`src/rtl/up_down_counter_pkg.sv`:
```
// Shared definitions for the up/down counter: direction encoding and default width.
package up_down_counter_pkg;

    typedef enum logic {
        DIR_DOWN = 1'b0,
        DIR_UP   = 1'b1
    } dir_e;

    localparam int DEFAULT_N = 4;

endpackage

```
`src/rtl/up_down_counter.sv`:
```
// N-bit wrapping up/down counter with enable, pause and direction control.
// The count comes straight from a register that asynchronous reset clears.
module up_down_counter
    import up_down_counter_pkg::*;
#(
    parameter int N = DEFAULT_N
) (
    input  logic         clk,
    input  logic         reset,
    input  logic         enable,
    input  logic         pause,
    input  logic         up_down,
    output logic [N-1:0] count
);

    localparam logic [N-1:0] ONE = N'(1);

    // Priority: enable gates everything, then pause, then direction.
    // Unsigned N-bit arithmetic wraps naturally in both directions.
    function automatic logic [N-1:0] next_count(
        input logic [N-1:0] cur,
        input logic         en,
        input logic         pa,
        input dir_e         dir
    );
        logic [N-1:0] nxt;
        nxt = cur;
        if (en && !pa) begin
            if (dir == DIR_UP) nxt = cur + ONE;
            else               nxt = cur - ONE;
        end
        return nxt;
    endfunction

    always_ff @(posedge clk or posedge reset) begin
        if (reset) count <= '0;
        else       count <= next_count(count, enable, pause, dir_e'(up_down));
    end

endmodule

```
`config.mk`:
```
export PLATFORM = sky130hd
export DESIGN_NAME = up_down_counter
export DESIGN_NICKNAME = d
export VERILOG_FILES = /design/src/rtl/up_down_counter_pkg.sv /design/src/rtl/up_down_counter.sv
export SDC_FILE = /design/constraint.sdc
export NUM_CORES = 1
export LEC_CHECK = 0
export BUFFER_PORTS_ARGS = -buffer_cell sky130_fd_sc_hd__buf_4
export CORE_AREA = 2 2 39 41
export DETAILED_ROUTE_END_ITERATION = 8
export DIE_AREA = 0 0 41 43
export PLACE_DENSITY = 0.48
export SETUP_SLACK_MARGIN = 0.1
export SLEW_MARGIN = 0
export SYNTH_ARGS = -nofsm -noshare
export SYNTH_HDL_FRONTEND = slang
export SYNTH_SLANG_ARGS = --single-unit
```
`constraint.sdc`:
```
create_clock -name clk -period 2.9 [get_ports clk]
set_input_delay 0.435 -clock clk [delete_from_list [all_inputs] [get_ports clk]]
set_output_delay 0.435 -clock clk [all_outputs]
set_load 0.005 [all_outputs]
```
==> reports/metrics.yaml <==
run_status: "finished, final reports clean"
worstPathArrival_ns: 1.69
grt_max_degree: 8
cpPeakStageDelay_ns: 0.53
wl_per_cell_um: 11.6
syn_to_final_growth_pct: 33.2
setup_violations: 0
synth.cell_area_sq_um: 298
cts.sink_count: 4
finalWorstPathRequiredPeriod_ns: 1.58
timing.max_cap.violations: 0
top_register: "count"
p_total_mw: 0.364
fp.coreArea_sq_um: 1380
worst-slew-pin-transition_ns: 0.301
grt_util_all_layers_pct: 10.2
fill_cells: 158
crit_path_end_kind: "flip-flop"
die-area_sq_um: 1760
timing.final.crit_share_pct: 54.6
seq_power_share_pct: 33.1
critical_path_required_ns: 3.00
timing_hold_violations_final: 0
route.vias.total: 260
grt_setup_unrepaired: "no"
timing.critical_path.slowest_stage_cell: "sky130_fd_sc_hd__or4b_4"
multi_input_area_sq_um: 186
p_leak_nw: 0.173
timing.setup.tns_ns: 0
setup.worst_path.start_class: "input pin"
tritoncts: "built"
dieHeight_um: 43
synth_cells: 28
clock.fmax_ghz: 0.631
via_count_of_the_first_global_routing_pass: 290
syn_nets: 36
share_comb_of_total_power_pct: 47.8
worst_hold_path_class: "input pin to asynchronous set/reset pin"
floorplan.io_pins: 9
cts_made_buffers: 3
largest_registers: "count (4)"
ctsLongestPathBuffers: 2
switchingPower_mw: 0.135
chipWidth_um: 41
postRouteAntennaNets: 0
largest_reg_flops: 4
final_layout_size_suffix_gt1_share_pct: 34.2
path_max_fanout: 5
initialDrtViolationCount: 5
routability_driven_placement_congestion_ratio: 0.636
vias_per_cell: 4.81
cell_internal_pwr_mw: 0.228
crit_path_cell_trace: "buf_4 > inv_1 > ha_1 > or4b_4 > mux2i_1 > o211ai_1"
clockPowerShare_pct: 19.0
clock_insertion_delay_worst_skew_ns: 0.23
syn-mean-instance-area_sq_um: 10.6
drc_errors: 0
drt_first_pass_iters: 4
wire_length_reported_by_the_detailed_router_um: 628
initial_antenna_violation_count: 0
wire_length_of_the_first_global_routing_pass_mm: 1.15
netlist-cell-type-count: 19
synth_sequential_area_ratio_pct: 33.6
total_power_density_per_cell_area_nw_per_um2: 917
numPortBuffers: 8
ff_latch_area_sq_um: 100
initial_utilization_pct: 21.5
slew_viol_final: 0
timing.clock.skew_ns: 0.00107
dp_hpwl_um: 505
clock-root-buffer: "sky130_fd_sc_hd__clkbuf_4"
cts.repair.resized: 0
finalNetCount: 48
n_antenna_cell: 0
cts_post_setup_buffers_inserted: 0
htree_levels: 1
power.switching_fraction_pct: 37.2
synth.yosys.warnings: 0
grt.overflow.total: 0
yosys_register_bits: 4
cts.hold.buffers_added: 0
vdd_drop_max_uv: 323
placementRows: 14
timing.slew.headroom_pct: 80.0
criticalPathCategory: "input pin to flip-flop"
cts.clk_slew.worst_paths_ns: 0.04
==> cells in the final DEF (no fill, tap or decap), types with 2 or more instances in the layout <==
cell type,n
sky130_fd_sc_hd__clkbuf_4,3
sky130_fd_sc_hd__xnor2_1,2
sky130_fd_sc_hd__a21oi_1,2
sky130_fd_sc_hd__dfrtp_1,4
sky130_fd_sc_hd__ha_1,2
sky130_fd_sc_hd__nand2_1,2
sky130_fd_sc_hd__buf_4,8
sky130_fd_sc_hd__inv_1,2
sky130_fd_sc_hd__nand4b_1,2
==> through the flow <==
stage / utilization, % / instance area [sq um] / hold WS, ns / setup slack (ns) / std cells
6_report: 28.7 / 397 / 0.0839 / 1.32 / 54
5_1_grt: 28.7 / 397 / 0.0914 / 1.26 / 54
4_1_cts: 28.7 / 397 / 0.0806 / 1.31 / 54
3_5_place_dp: 27.0 / 374 / 0.335 / 1.07 / 51
3_3_place_gp: 27.0 / 374 / 0.334 / 1.10 / 51
2_1_floorplan: - / 298 / 0.201 / 1.28 / 28
==> worst max-delay path, delay by kind of cell <==
kind | cells | cell delay, ns
muxes | 1 | 0.16
buffers and inverters | 2 | 0.20
adders and majority gates | 1 | 0.25
and+or+nand+nor | 1 | 0.53
AOI/OAI and AO/OA | 1 | 0.11
==> final timing paths <==
kind / start / end / slack, ns / cells past startpoint
max: up_down / count[3] / 1.32 / 6
min: reset / count[1] / 0.08 / 2
max reg2reg: count[2] / count[3] / 1.35 / 4
min reg2reg: count[2] / count[2] / 0.55 / 2
max in group asynchronous: reset / count[3] / 2.67 / 2
min in group clk: count[2] / count[2] / 0.55 / 2
==> layout make-up <==
cell class | instances | share of cell area (%)
multi-input cells | 21 | 47.0
flip-flops and latches | 4 | 25.2
repair buffers | 8 | 15.1
clock buffers | 3 | 5.68
well taps | 16 | 5.05
inverters | 2 | 1.89
==> kinds of logic after synthesis <==
group,count (synthesis),share of synthesized area [%]
AOI/OAI and AO/OA,6,16.4
xor gates and xnor gates,2,5.88
adders and majority gates,3,15.1
buffers and inverters,3,3.78
DFF,4,33.6
muxes,2,7.14
and+or+nand+nor,8,18.1
==> power by group through the flow <==
| stage | Combinational, mW | Sequential, mW | Clock (mW) |
|---|---|---|---|
| final | 0.174 | 0.120 | 0.0692 |
| after global routing | 0.196 | 0.126 | 0.0796 |
| after CTS | 0.177 | 0.121 | 0.0740 |
| after detailed placement | 0.176 | 0.122 | 0 |
| after global placement | 0.173 | 0.118 | 0 |
| after floorplan | 0.105 | 0.117 | 0 |
==> cell usage after synthesis <==
master	number	area share [%]
sky130_fd_sc_hd__o21ai_0	1	1.7
sky130_fd_sc_hd__nand2b_1	1	2.1
sky130_fd_sc_hd__o211ai_1	1	2.5
sky130_fd_sc_hd__nand4b_1	2	5.9
sky130_fd_sc_hd__dfrtp_1	4	34
sky130_fd_sc_hd__nand3_1	1	1.7
sky130_fd_sc_hd__or4b_4	1	4.6
sky130_fd_sc_hd__inv_1	2	2.5
sky130_fd_sc_hd__xnor2_1	2	5.9
sky130_fd_sc_hd__clkbuf_1	1	1.3
sky130_fd_sc_hd__mux2_1	1	3.8
sky130_fd_sc_hd__a21oi_1	2	3.4
sky130_fd_sc_hd__nand2_1	2	2.5
sky130_fd_sc_hd__nor2_1	1	1.3
sky130_fd_sc_hd__o221ai_2	1	5.0
sky130_fd_sc_hd__a2111o_1	1	3.8
sky130_fd_sc_hd__mux2i_1	1	3.4
sky130_fd_sc_hd__fa_1	1	6.7
sky130_fd_sc_hd__ha_1	2	8.4
==> routing by layer <==
| metal | global-route usage (%) | up-vias | share of wire (%) |
|---|---|---|---|
| li1 | - | 123 | - |
| met1 | 12.5 | 124 | 42 |
| met2 | 14.1 | 13 | 47 |
| met3 | 3.14 | 0 | 10 |
| met4 | 8.00 | 0 | 0 |
| met5 | 0 | - | 0 |
(Power assumes the default switching activity.)
